**src/rtl/msrv32_pkg.sv**
```systemverilog
// Shared immediate-type codes and sign-extension helper for the
// decode-stage immediate generator.
package msrv32_pkg;

    localparam logic [2:0] IMM_I   = 3'b000;
    localparam logic [2:0] IMM_I1  = 3'b001;
    localparam logic [2:0] IMM_S   = 3'b010;
    localparam logic [2:0] IMM_B   = 3'b011;
    localparam logic [2:0] IMM_U   = 3'b100;
    localparam logic [2:0] IMM_J   = 3'b101;
    localparam logic [2:0] IMM_CSR = 3'b110;
    localparam logic [2:0] IMM_I7  = 3'b111;

    // Callers truncate the 64-bit result to XLEN.
    function automatic logic [63:0] sext32(input logic [31:0] v);
        return {{32{v[31]}}, v};
    endfunction

endpackage

```
**src/rtl/msrv32_imm_decode.sv**
```systemverilog
// Combinational immediate decode: instruction bits [31:7] plus type
// code to an XLEN-wide immediate and an illegal-type flag.
module msrv32_imm_decode
    import msrv32_pkg::*;
#(
    parameter int XLEN = 32
) (
    input  logic [24:0]     i_instr,
    input  logic [2:0]      i_type,
    output logic [XLEN-1:0] o_imm,
    output logic            o_illegal
);

    // i_instr[k] holds instruction bit k+7.
    logic [63:0] w_full;

    always_comb begin
        w_full    = '0;
        o_illegal = 1'b0;
        case (i_type)
            IMM_S:   w_full = sext32({{20{i_instr[24]}},
                                      i_instr[24:18], i_instr[4:0]});
            IMM_B:   w_full = sext32({{19{i_instr[24]}}, i_instr[24],
                                      i_instr[0], i_instr[23:18],
                                      i_instr[4:1], 1'b0});
            IMM_U:   w_full = sext32({i_instr[24:5], 12'h000});
            IMM_J:   w_full = sext32({{11{i_instr[24]}}, i_instr[24],
                                      i_instr[12:5], i_instr[13],
                                      i_instr[23:14], 1'b0});
            IMM_CSR: w_full = {59'd0, i_instr[12:8]};
            IMM_I1: begin
                if (XLEN == 64) begin
                    w_full    = {58'd0, i_instr[18:13]};
                    o_illegal = |i_instr[24:19];
                end else begin
                    w_full = sext32({{20{i_instr[24]}}, i_instr[24:13]});
                end
            end
            default: w_full = sext32({{20{i_instr[24]}}, i_instr[24:13]});
        endcase
    end

    assign o_imm = w_full[XLEN-1:0];

endmodule

```
**src/rtl/msrv32_imm_gen_pipe.sv**
```systemverilog
// Registered immediate generator with a one-entry output stage and a
// one-entry skid buffer behind a valid/ready handshake.
module msrv32_imm_gen_pipe
    import msrv32_pkg::*;
#(
    parameter int XLEN  = 32,
    parameter int TAG_W = 32
) (
    input  logic             ms_riscv32_mp_clk_in,
    input  logic             ms_riscv32_mp_rst_in,
    input  logic             flush_in,
    input  logic             in_valid_in,
    output logic             in_ready_out,
    input  logic [24:0]      instr_in,
    input  logic [2:0]       imm_type_in,
    input  logic [TAG_W-1:0] tag_in,
    output logic             out_valid_out,
    input  logic             out_ready_in,
    output logic [XLEN-1:0]  imm_out,
    output logic [TAG_W-1:0] tag_out,
    output logic             illegal_out
);

    if (XLEN != 32 && XLEN != 64) begin : g_bad_xlen
        $error("msrv32_imm_gen_pipe: XLEN must be 32 or 64");
    end

    logic [XLEN-1:0]  w_imm;
    logic             w_ill;
    logic             w_accept;
    logic             w_out_free;

    logic             r_out_valid;
    logic [XLEN-1:0]  r_imm;
    logic [TAG_W-1:0] r_tag;
    logic             r_ill;
    logic             r_skid_valid;
    logic [XLEN-1:0]  r_skid_imm;
    logic [TAG_W-1:0] r_skid_tag;
    logic             r_skid_ill;

    msrv32_imm_decode #(.XLEN(XLEN)) u_dec (
        .i_instr   (instr_in),
        .i_type    (imm_type_in),
        .o_imm     (w_imm),
        .o_illegal (w_ill)
    );

    // Ready depends only on the skid register, never on out_ready_in.
    assign in_ready_out = ~r_skid_valid;
    assign w_accept     = in_valid_in & ~r_skid_valid;
    assign w_out_free   = ~r_out_valid | out_ready_in;

    always_ff @(posedge ms_riscv32_mp_clk_in or posedge ms_riscv32_mp_rst_in) begin
        if (ms_riscv32_mp_rst_in) begin
            r_out_valid  <= 1'b0;
            r_imm        <= '0;
            r_tag        <= '0;
            r_ill        <= 1'b0;
            r_skid_valid <= 1'b0;
            r_skid_imm   <= '0;
            r_skid_tag   <= '0;
            r_skid_ill   <= 1'b0;
        end else if (flush_in) begin
            r_out_valid  <= 1'b0;
            r_skid_valid <= 1'b0;
        end else if (w_out_free) begin
            if (r_skid_valid) begin
                r_out_valid  <= 1'b1;
                r_imm        <= r_skid_imm;
                r_tag        <= r_skid_tag;
                r_ill        <= r_skid_ill;
                r_skid_valid <= 1'b0;
            end else if (w_accept) begin
                r_out_valid <= 1'b1;
                r_imm       <= w_imm;
                r_tag       <= tag_in;
                r_ill       <= w_ill;
            end else begin
                r_out_valid <= 1'b0;
            end
        end else if (w_accept) begin
            r_skid_valid <= 1'b1;
            r_skid_imm   <= w_imm;
            r_skid_tag   <= tag_in;
            r_skid_ill   <= w_ill;
        end
    end

    assign out_valid_out = r_out_valid;
    assign imm_out       = r_imm;
    assign tag_out       = r_tag;
    assign illegal_out   = r_ill;

endmodule
```
**config.mk**
```make
export PLATFORM = sky130hd
export DESIGN_NAME = msrv32_imm_gen_pipe
export DESIGN_NICKNAME = d
export VERILOG_FILES = /design/src/rtl/msrv32_pkg.sv /design/src/rtl/msrv32_imm_decode.sv /design/src/rtl/msrv32_imm_gen_pipe.sv
export SDC_FILE = /design/constraint.sdc
export NUM_CORES = 1
export LEC_CHECK = 0
export BUFFER_PORTS_ARGS = -buffer_cell sky130_fd_sc_hd__buf_2
export CAP_MARGIN = 20
export CORE_ASPECT_RATIO = 0.8
export CORE_MARGIN = 2
export CORE_UTILIZATION = 55
export DETAILED_ROUTE_END_ITERATION = 8
export PLACE_DENSITY_LB_ADDON = 0.1
export SYNTH_ARGS = -nofsm -noshare
export SYNTH_HDL_FRONTEND = slang
export SYNTH_SLANG_ARGS = --single-unit
export TNS_END_PERCENT = 20
```
**constraint.sdc**
```tcl
create_clock -name ms_riscv32_mp_clk_in -period 5.9 [get_ports ms_riscv32_mp_clk_in]
set_clock_uncertainty 0.15 [all_clocks]
set_input_delay 0.59 -clock ms_riscv32_mp_clk_in [delete_from_list [all_inputs] [get_ports ms_riscv32_mp_clk_in]]
set_output_delay 0.59 -clock ms_riscv32_mp_clk_in [all_outputs]
set_load 0.01 [all_outputs]
```
==> results.md <==
- Status: finished clean
- CP max stage delay: 1120 ps
- PD cells: 382.2 mW/mm^2
- Routed vias: 4548
- Die Footprint: 0.01128 mm^2
- #FFs+latches synth: 130
- Register Area: 0.003257 mm^2
- Yosys warning count: 0
- Most common cell after layout, fill and taps aside: buf_2
- Hold Crit Class: input pin to flop
- Core Util, Final: 0.6987
- H-tree Lvls: 4
- FP Rows: 33
- Setup violations, final: 0
- Post-synthesis sequential area ratio: 0.5667
- Drt drc: 0
- Cts bufs inserted: 17
- Die width: 118.2 um
- Crit-path slowest cell: dfrtp_4
- Power share of the clock group: 0.421
- DP HPWL: 8290 um
- Final setup TNS: 0 ps
- Area taken by multi-input logic gates: 0.002267 mm^2
- Post-Syn Area: 0.005741 mm^2
- NetSw: 0.6939 mW
- Port buffer count: 130
- R2r worst-path depth: 5
- Worst-Margin Slew: 1038 ps
- Worst setup path end: in_ready_out
- Pint: 2.030 mW
- WP buf/inv: 2
- Syn avg cell area: 10.49 um^2
- GR Overflow Total: 0
- Fin. Hold Viols: 0
- Post-Synthesis Cells: 547
- Worst r2r dst: imm_out[17]$_DFFE_PP0P_
- Sink Count: 130
- CTS tree: done
- Main synth FF type: dfrtp_1
- GR Util All Layers: 0.2514
- Total core area: 0.01020 mm^2
- Post_cts resized: 0
- Root cell of the clock tree: clkbuf_16
- Critical path class: flop to output pin
- Max transition margin: 0.3077
- Required time of the critical path: 5160 ps
- Initial DRC count: 388
- CP top delay family: flip-flops
- Worst hold start: flush_in
- Crit share post-route: 0.5423
- Routability congestion estimate: 0.7633
- Largest net degree at the start of global routing: 97
- Pre-antenna DRT Iters: 5
- Area delta synth->final: 24.13%
- Longest Clk Path Bufs: 2
- Crit-path cells: inv_1 > buf_2
- Combinational Power Share: 0.150
- Max IR drop VDD: 0.2116 mV
- Share of layout cells above drive strength 1: 0.3040
- CP endpoint kind: output pin
- Critical Path Source Type: flop
- Async SR Flop Fraction: 1.000
- Syn Nets: 612
- Flop2flop setup slack: 2760 ps
- Initial core utilization: 0.5629
- Routed length per instance: 16.91 um
- Post-synth EDFFs: 0
- Sequential power share: 0.429
- Pleak: 3.295 nW
- CP Depth: 2
- Max Freq: 312.6 MHz
- First-pass GRT wire length: 22100 um
- Die H: 95.38 um
- Switch share: 0.2548
- Clk slew on worst S/H paths: 60 ps
- Clk Latency, worst-skew pair: 420 ps
- Most frequent cells in the layout: buf_2 (131), dfrtp_1 (129), nand2_1 (107), o21ai_0 (46), o21ai_1 (46)
- Fin crit period: 3199 ps
- DR vias/cell: 5.601
- Hold Crit Depth: 2
- Highest net fanout along the worst path: 73
- Antenna-violating nets left: 0
- Launch point of the worst reg-to-reg path: r_skid_valid$_DFFE_PP0P_
- CP startpoint: r_skid_valid$_DFFE_PP0P_
- Synth unique cells: 30
- Critical Path AT: 2460 ps
- # fillers: 778
- Drt total wl: 13730 um
- RSZ-0062 raised after global routing: no
- Vias in the first global route: 4443
- Nets: 723
- Slew Limit Fails: 0
- Initial antenna violation count: 0
- I/O pins: 132
- Max cap viols: 0
-- area by class of cell --
| cell class | count | share of cell area |
|---|---|---|
| inverter | 3 | 0.001932 |
| antenna | 1 | 0.0003512 |
| tap | 140 | 0.02458 |
| clock buffer | 23 | 0.06567 |
| sequential | 130 | 0.4571 |
| timing repair buffer | 139 | 0.1075 |
| clock inverter | 9 | 0.02476 |
| multi-input combinational | 367 | 0.3182 |
-- worst reg2reg max path, cell delays in order, from the launching register on --
cell	delay, ps
dfrtp_4	1120
nor2_2	180
or3_2	820
buf_4	440
nand2_1	160
o211ai_1	110
-- cell families (layout without fill, tap and decap cells) --
family | after synthesis | count (layout) | share of synthesized area
muxes | 66 | 66 | 0.1221
AOI/OAI and AO/OA | 165 | 165 | 0.1728
and+or+nand+nor | 135 | 135 | 0.09590
buffers and inverters | 50 | 174 | 0.04185
DFF | 130 | 130 | 0.5667
other | 1 | 2 | 0.0006533
-- cells in the mapped netlist (all sizes together) (11+ instances only) --
cell | count | share of area
dfrtp | 130 | 0.57
nand2 | 107 | 0.070
o21ai | 92 | 0.080
mux2i | 34 | 0.059
buf | 33 | 0.031
mux2 | 32 | 0.063
a21oi | 17 | 0.015
o211ai | 17 | 0.022
clkbuf | 14 | 0.0092
nand3 | 13 | 0.011
a221oi | 11 | 0.017
a22oi | 11 | 0.014
-- repair_timing --
action                                 in CTS  in global routing
hold buffers                                0                  1
endpoints found under the hold margin       0                  6
setup endpoints to repair                   0                  0
buffers inserted                            0                  0
-- per-layer routing --
layer	vias up	global-route usage	wire [um]
met1	2223	0.3532	6326
met4	0	0.1034	204
met5	-	0	0
met2	148	0.3772	6440
li1	2159	-	-
met3	18	0.06280	763
-- worst min-delay path by stage --
stage	end	slack [ps]
2_1_floorplan	r_skid_imm[12]$_DFFE_PP0P_	290
3_3_place_gp	r_skid_imm[20]$_DFFE_PP0P_	310
3_5_place_dp	r_skid_imm[25]$_DFFE_PP0P_	320
4_1_cts	out_valid_out$_DFFE_PP0N_	250
5_1_grt	r_skid_tag[6]$_DFFE_PP0P_	270
6_report	out_valid_out$_DFFE_PP0N_	260
-- flip-flops by register name (all words and copies together) (netlist names) --
| signal | flops |
|---|---|
| r_skid_imm | 32 |
| r_skid_tag | 32 |
| out_valid_out | 1 |
| tag_out | 32 |
| imm_out | 32 |
| r_skid_valid | 1 |
-- stage by stage --
step | hold WS (ps) | total power [mW] | cell area [um^2] | setup WS, ps | cells
after detailed placement | 315.3 | 1.585 | 6399 | 2805 | 775
after floorplan | 294.7 | 1.416 | 5741 | 1691 | 547
after global placement | 308.1 | 1.558 | 6394 | 2847 | 774
final | 263.8 | 2.724 | 7126 | 2701 | 812
after global routing | 267.4 | 2.856 | 7123 | 2606 | 811
after CTS | 250.7 | 2.736 | 7043 | 2724 | 807
-- power groups by stage --
| stage | clock network, mW | logic (mW) | registers [mW] |
|---|---|---|---|
| 3_3_place_gp | 0 | 0.390 | 1.17 |
| 6_report | 1.15 | 0.409 | 1.17 |
| 2_1_floorplan | 0 | 0.224 | 1.19 |
| 3_5_place_dp | 0 | 0.406 | 1.18 |
| 4_1_cts | 1.16 | 0.408 | 1.17 |
| 5_1_grt | 1.21 | 0.460 | 1.19 |
Power figures use the tool's default switching activity.
